[config.mk]
export PLATFORM = sky130hd
export DESIGN_NAME = lc3_decode
export DESIGN_NICKNAME = d
export VERILOG_FILES = /design/src/rtl/lc3_decode.sv
export SDC_FILE = /design/constraint.sdc
export NUM_CORES = 1
export LEC_CHECK = 0
export ABC_AREA = 1
export CORE_MARGIN = 3
export CORE_UTILIZATION = 43
export CTS_CLUSTER_SIZE = 30
export DETAILED_ROUTE_END_ITERATION = 7
export PLACE_DENSITY = 0.84
export SLEW_MARGIN = 20
export SYNTH_ARGS = -nofsm -noshare
export SYNTH_HDL_FRONTEND = slang
export SYNTH_SLANG_ARGS = --single-unit
export TNS_END_PERCENT = 20
[constraint.sdc]
create_clock -name clock -period 1.5 [get_ports clock]
set_input_delay 0.3 -clock clock [delete_from_list [all_inputs] [get_ports clock]]
set_output_delay 0.3 -clock clock [all_outputs]
set_load 0.005 [all_outputs]
[src/rtl/lc3_decode.sv]
`default_nettype none
// ============================================================================
// Module  : lc3_decode
// Brief   : LC3 Decode pipeline stage. Registers the fetched instruction and
//           its NPC on an accept strobe and produces registered Execute,
//           Writeback and Memory control words decoded from the incoming
//           opcode. Opcodes outside the supported subset raise illegal_op.
// Revision: 1.0 - initial release
// ============================================================================
module lc3_decode #(
    parameter int DATA_WIDTH           = 16,
    parameter bit ZERO_CTRL_ON_ILLEGAL = 1'b1
) (
    input  logic                  clock,
    input  logic                  reset,
    input  logic                  enable_decode,
    input  logic [DATA_WIDTH-1:0] instr_dout,
    input  logic [DATA_WIDTH-1:0] npc_in,
    output logic [DATA_WIDTH-1:0] IR,
    output logic [DATA_WIDTH-1:0] npc_out,
    output logic [5:0]            E_Control,
    output logic [1:0]            W_Control,
    output logic                  Mem_Control,
    output logic                  decode_valid,
    output logic                  illegal_op
);

    // ------------------------------------------------------------------------
    // Opcode encodings
    // ------------------------------------------------------------------------
    localparam logic [3:0] C_OP_BR   = 4'b0000;
    localparam logic [3:0] C_OP_ADD  = 4'b0001;
    localparam logic [3:0] C_OP_LD   = 4'b0010;
    localparam logic [3:0] C_OP_ST   = 4'b0011;
    localparam logic [3:0] C_OP_JSR  = 4'b0100;
    localparam logic [3:0] C_OP_AND  = 4'b0101;
    localparam logic [3:0] C_OP_LDR  = 4'b0110;
    localparam logic [3:0] C_OP_STR  = 4'b0111;
    localparam logic [3:0] C_OP_RTI  = 4'b1000;
    localparam logic [3:0] C_OP_NOT  = 4'b1001;
    localparam logic [3:0] C_OP_LDI  = 4'b1010;
    localparam logic [3:0] C_OP_STI  = 4'b1011;
    localparam logic [3:0] C_OP_JMP  = 4'b1100;
    localparam logic [3:0] C_OP_RES  = 4'b1101;
    localparam logic [3:0] C_OP_LEA  = 4'b1110;
    localparam logic [3:0] C_OP_TRAP = 4'b1111;

    // ALU function select
    localparam logic [1:0] C_ALU_ADD = 2'b00;
    localparam logic [1:0] C_ALU_AND = 2'b01;
    localparam logic [1:0] C_ALU_NOT = 2'b10;

    // Address-generation source select (pcselect1)
    localparam logic [1:0] C_PC1_NONE  = 2'b00;
    localparam logic [1:0] C_PC1_OFF9  = 2'b01;
    localparam logic [1:0] C_PC1_OFF6  = 2'b10;
    localparam logic [1:0] C_PC1_ZERO  = 2'b11;

    // Writeback source select
    localparam logic [1:0] C_WB_ALU = 2'b00;
    localparam logic [1:0] C_WB_MEM = 2'b01;
    localparam logic [1:0] C_WB_NPC = 2'b10;

    // ------------------------------------------------------------------------
    // Registered state
    // ------------------------------------------------------------------------
    logic [DATA_WIDTH-1:0] ir_q,      ir_d;
    logic [DATA_WIDTH-1:0] npc_q,     npc_d;
    logic [5:0]            e_ctrl_q,  e_ctrl_d;
    logic [1:0]            w_ctrl_q,  w_ctrl_d;
    logic                  mem_ctrl_q, mem_ctrl_d;
    logic                  valid_q,   valid_d;
    logic                  illegal_q, illegal_d;

    // ------------------------------------------------------------------------
    // Raw decode of the incoming opcode (not the held IR)
    // ------------------------------------------------------------------------
    logic [3:0] w_opcode;
    logic [1:0] w_alu_ctrl;
    logic [1:0] w_pcsel1;
    logic       w_pcsel2;
    logic       w_op2sel;
    logic [1:0] w_wb_sel;
    logic       w_mem_ind;
    logic       w_illegal;
    logic [5:0] w_e_raw;
    logic [5:0] w_e_ctrl;
    logic [1:0] w_w_ctrl;
    logic       w_m_ctrl;

    assign w_opcode = instr_dout[DATA_WIDTH-1 -: 4];

    // Translate the 4-bit opcode into individual control fields; unlisted
    // fields stay at zero so each opcode only sets what it uses.
    always_comb begin
        w_alu_ctrl = C_ALU_ADD;
        w_pcsel1   = C_PC1_NONE;
        w_pcsel2   = 1'b0;
        w_op2sel   = 1'b0;
        w_wb_sel   = C_WB_ALU;
        w_mem_ind  = 1'b0;
        w_illegal  = 1'b0;
        case (w_opcode)
            C_OP_ADD: begin
                w_alu_ctrl = C_ALU_ADD;
                w_op2sel   = ~instr_dout[5];   // bit5=0 selects register VSR2
            end
            C_OP_AND: begin
                w_alu_ctrl = C_ALU_AND;
                w_op2sel   = ~instr_dout[5];
            end
            C_OP_NOT: begin
                w_alu_ctrl = C_ALU_NOT;
            end
            C_OP_BR, C_OP_ST: begin
                w_pcsel1 = C_PC1_OFF9;
                w_pcsel2 = 1'b1;
            end
            C_OP_LD: begin
                w_pcsel1 = C_PC1_OFF9;
                w_pcsel2 = 1'b1;
                w_wb_sel = C_WB_MEM;
            end
            C_OP_LDI: begin
                w_pcsel1  = C_PC1_OFF9;
                w_pcsel2  = 1'b1;
                w_wb_sel  = C_WB_MEM;
                w_mem_ind = 1'b1;
            end
            C_OP_STI: begin
                w_pcsel1  = C_PC1_OFF9;
                w_pcsel2  = 1'b1;
                w_mem_ind = 1'b1;
            end
            C_OP_LEA: begin
                w_pcsel1 = C_PC1_OFF9;
                w_pcsel2 = 1'b1;
                w_wb_sel = C_WB_NPC;
            end
            C_OP_LDR: begin
                w_pcsel1 = C_PC1_OFF6;
                w_wb_sel = C_WB_MEM;
            end
            C_OP_STR: begin
                w_pcsel1 = C_PC1_OFF6;
            end
            C_OP_JMP: begin
                w_pcsel1 = C_PC1_ZERO;
            end
            C_OP_JSR, C_OP_RTI, C_OP_RES, C_OP_TRAP: begin
                w_illegal = 1'b1;
            end
            default: begin
                w_illegal = 1'b1;
            end
        endcase
    end

    assign w_e_raw = {w_alu_ctrl, w_pcsel1, w_pcsel2, w_op2sel};

    // Illegal opcodes either force the control words to zero or pass the
    // default decode through, depending on the build option.
    generate
        if (ZERO_CTRL_ON_ILLEGAL) begin : g_zero_on_illegal
            assign w_e_ctrl = w_illegal ? 6'b000000 : w_e_raw;
            assign w_w_ctrl = w_illegal ? 2'b00     : w_wb_sel;
            assign w_m_ctrl = w_illegal ? 1'b0      : w_mem_ind;
        end else begin : g_default_on_illegal
            assign w_e_ctrl = w_e_raw;
            assign w_w_ctrl = w_wb_sel;
            assign w_m_ctrl = w_mem_ind;
        end
    endgenerate

    // Next-state selection: load everything on accept, otherwise hold data
    // and control while dropping the valid flag.
    always_comb begin
        ir_d       = ir_q;
        npc_d      = npc_q;
        e_ctrl_d   = e_ctrl_q;
        w_ctrl_d   = w_ctrl_q;
        mem_ctrl_d = mem_ctrl_q;
        illegal_d  = illegal_q;
        valid_d    = 1'b0;
        if (enable_decode) begin
            ir_d       = instr_dout;
            npc_d      = npc_in;
            e_ctrl_d   = w_e_ctrl;
            w_ctrl_d   = w_w_ctrl;
            mem_ctrl_d = w_m_ctrl;
            illegal_d  = w_illegal;
            valid_d    = 1'b1;
        end
    end

    // Pipeline register with synchronous reset taking priority over accept.
    always_ff @(posedge clock) begin
        if (reset) begin
            ir_q       <= '0;
            npc_q      <= '0;
            e_ctrl_q   <= 6'b000000;
            w_ctrl_q   <= 2'b00;
            mem_ctrl_q <= 1'b0;
            valid_q    <= 1'b0;
            illegal_q  <= 1'b0;
        end else begin
            ir_q       <= ir_d;
            npc_q      <= npc_d;
            e_ctrl_q   <= e_ctrl_d;
            w_ctrl_q   <= w_ctrl_d;
            mem_ctrl_q <= mem_ctrl_d;
            valid_q    <= valid_d;
            illegal_q  <= illegal_d;
        end
    end

    assign IR           = ir_q;
    assign npc_out      = npc_q;
    assign E_Control    = e_ctrl_q;
    assign W_Control    = w_ctrl_q;
    assign Mem_Control  = mem_ctrl_q;
    assign decode_valid = valid_q;
    assign illegal_op   = illegal_q;

endmodule
`default_nettype wire

==> flow_metrics.py <==
metrics = {
    "die": {
        "fp.coreArea_sq_um": 3468,
        "placementRows": 21,
        "fp.dieArea_sq_um": 4490,
        "fp.dieH_um": 67.01,
        "io_pins": 78,
        "start_util_pct": 46.14,
        "die_w_um": 67.01,
    },
    "placed_design": {
        "dp_hpwl_um": 3058,
        "placed_cell_area_sq_um": 2442,
        "io_buffers": 77,
        "gp_congestion": 0.8533,
    },
    "synthesis": {
        "ys.flop_type": "dfxtp_1",
        "ys_types": 18,
        "synth_warnings": 0,
        "synthSimpleGateAreaFrac_pct": 24.39,
        "synth.cell_area_sq_um": 1600,
        "syn_nets": 236,
        "seq_area_frac_synth_pct": 53.79,
        "synth_xor_xnor_area_share_pct": 0,
        "syn_avg_cell_area_sq_um": 7.962,
        "synth_cells": 201,
        "synth-edff-count": 0,
        "synthTopCellsByArea": "dfxtp_1, nor2_1, o21ai_0",
        "synth_top_family_by_area": "simple AND/OR/NAND/NOR gates",
        "muxShareOfSynthArea_pct": 0,
        "synth_fa_ha_area_share_pct": 0,
        "synthArstFlopShare_pct": 0,
        "synth.top_cells.by_count": "nor2_1, dfxtp_1, o21ai_0",
        "ys_ff_latch": 43,
        "synth_top_area_share_pct": 53.79,
        "synth_top_area_cell": "dfxtp_1",
        "synth_compound_area_share_pct": 14.86,
        "yosysMostFrequentCell": "nor2_1",
    },
    "setup_path": {
        "critPathCaptureType": "output pin",
        "crit_buf_inv": 1,
        "path_cells": "clkdlybuf4s50_1",
        "crit_type": "reg2out",
        "critPathTopFamily": "buffers and inverters",
        "cp-start-kind": "flip-flop",
        "critPathArrivalTime_ns": 1.16,
        "crit_slowest_cell": "clkdlybuf4s50_1",
        "required_ns": 1.20,
        "cp_max_fo": 2,
        "cpPeakStageDelay_ns": 0.52,
    },
    "global_routing": {
        "overflow": 0,
        "grtUsageMet2_pct": 31.29,
        "grt_pass1_wl_um": 6499,
        "antenna_found_initial": 0,
        "grt_use_total_pct": 19.26,
        "grt_pass1_vias": 1457,
        "grt_most_used_layer": "met2",
        "grtUsageMet1_pct": 22.69,
        "use_met3_pct": 6.408,
        "grt_max_degree": 24,
    },
    "final_layout": {
        "final_cell_area_sq_um": 2539,
        "syn2layout_area_growth_pct": 58.64,
        "fill_cells": 292,
        "nNetsFinal": 317,
        "n_antenna_cell": 0,
        "regArea_sq_um": 862.1,
        "layout-drive-gt1-share_pct": 10.60,
        "multi_input_area_sq_um": 628.1,
    },
    "detailed_routing": {
        "drc": 0,
        "routed_via_density": 4.802,
        "drt_iter0_markers": 59,
        "ant_nets": 0,
        "firstDrtPassIters": 4,
        "num_vias": 1580,
        "wl_per_cell_um": 12.44,
        "wirelength_um": 4094,
    },
    "timing": {
        "max_freq_mhz": 684.8,
        "fin_crit_sh_pct": 97.35,
        "finClkSkew_ns": 0,
        "setup_tns_ns": 0,
        "rsz0062_at_grt": "no",
        "slew_headroom_pct": 85.18,
        "report.final.hold_viol_count": 0,
        "setup_viol": 0,
        "slew_violations": 0,
        "timing.final.crit_period_ns": 1.460,
        "tightest_slew_ns": 0.2217,
    },
    "clocking": {
        "root_buffer": "clkbuf_8",
        "cts_tree": "built",
        "numCtsBuffers": 5,
        "hold_buffers": 0,
        "clock-sinks": 43,
        "insertion_delay_ns": 0.29,
        "clockBufferDepth": 2,
        "clk_pin_slew_ns": 0.08,
        "cts_max_level": 2,
    },
    "worst_hold_path": {
        "hold_class": "reg2reg",
    },
    "pwr": {
        "powerDensity_nw_per_um2": 928.8,
        "leakage_nw": 1.080,
        "irDropWorstVdd_uv": 593.7,
    },
    "run_status": {
        "status": "completed",
    },
    "job": {
        "max_cap_viol_count": 0,
    },
}
path summary, 6_finish.rpt:
check | to | slack (ns) | depth (start not counted) | from
max | Mem_Control | 0.04 | 1 | Mem_Control
min | E_Control[4] | 0.47 | 2 | E_Control[4]
max reg2reg | IR[15] | 0.84 | 2 | IR[15]
min reg2reg | E_Control[4] | 0.47 | 2 | E_Control[4]
kinds of logic after synthesis:
kind of cell	Yosys count
flops	43
buf+inv	20
simple gates	92
compound gates	46
metrics by stage:
step / setup slack, ns / hold WS (ns) / util (%) / power (W) / cells
2_1_floorplan: 0.5466 / 0.4282 / - / 0.001418 / 201
3_3_place_gp: 0.03279 / 0.4496 / 70.42 / 0.001684 / 321
3_5_place_dp: 0.007360 / 0.4521 / 70.42 / 0.001695 / 321
4_1_cts: 0.02426 / 0.4712 / 72.87 / 0.002390 / 329
5_1_grt: 0.003438 / 0.4888 / 73.20 / 0.002492 / 329
6_report: 0.03977 / 0.4666 / 73.20 / 0.002358 / 329
sequential cells by signal, summed over array words and instances (netlist names):
register	count
IR	16
decode_valid	1
npc_out	16
Mem_Control	1
W_Control	2
illegal_op	1
E_Control	6
report_power, final:
part           switching, W  total [W]  internal [W]
registers         0.0000314    0.00124       0.00121
logic              0.000168   0.000422      0.000254
clock network      0.000369   0.000694      0.000325
total              0.000568    0.00236       0.00179
per-layer routing:
layer,share of wire (%),vias to the layer above,wire length (um)
met1,43,720,1772
met3,7.9,5,324
met4,1.4,0,59
met2,47,54,1937
li1,-,801,-
met5,0,-,0
repair_timing:
item                                    in CTS  in global routing
endpoints found under the setup margin       0                  5
gates resized for setup                      0                  5
buffers inserted                             0                  0
placed cells by master (no fill, tap or decap), types with 2 or more instances in the layout:
master            n
a21oi_1          10
buf_12            2
buf_4             7
clkbuf_8          5
clkdlybuf4s50_1  73
dfxtp_1          42
dlymetal6s2s_1    4
inv_1             6
nand2_1          21
nand3_1           9
nor2_1           52
nor2_2            8
o21ai_0          32
o21ai_1           3
final cells by class:
class                   instances  share of cell area, %
clock buffers                   6                  2.859
clock inverters                 2                 0.4929
inverters                       8                  1.281
multi-input cells             138                  24.74
flip-flops and latches         43                  33.96
well taps                      46                  2.267
repair buffers                 86                  34.40
tightest hold or removal path, stage by stage, from the launching register on:
cell and delay [ns]:
dfxtp_1 0.31, nand2_1 0.06, a21oi_1 0.06
(Power assumes the default switching activity.)
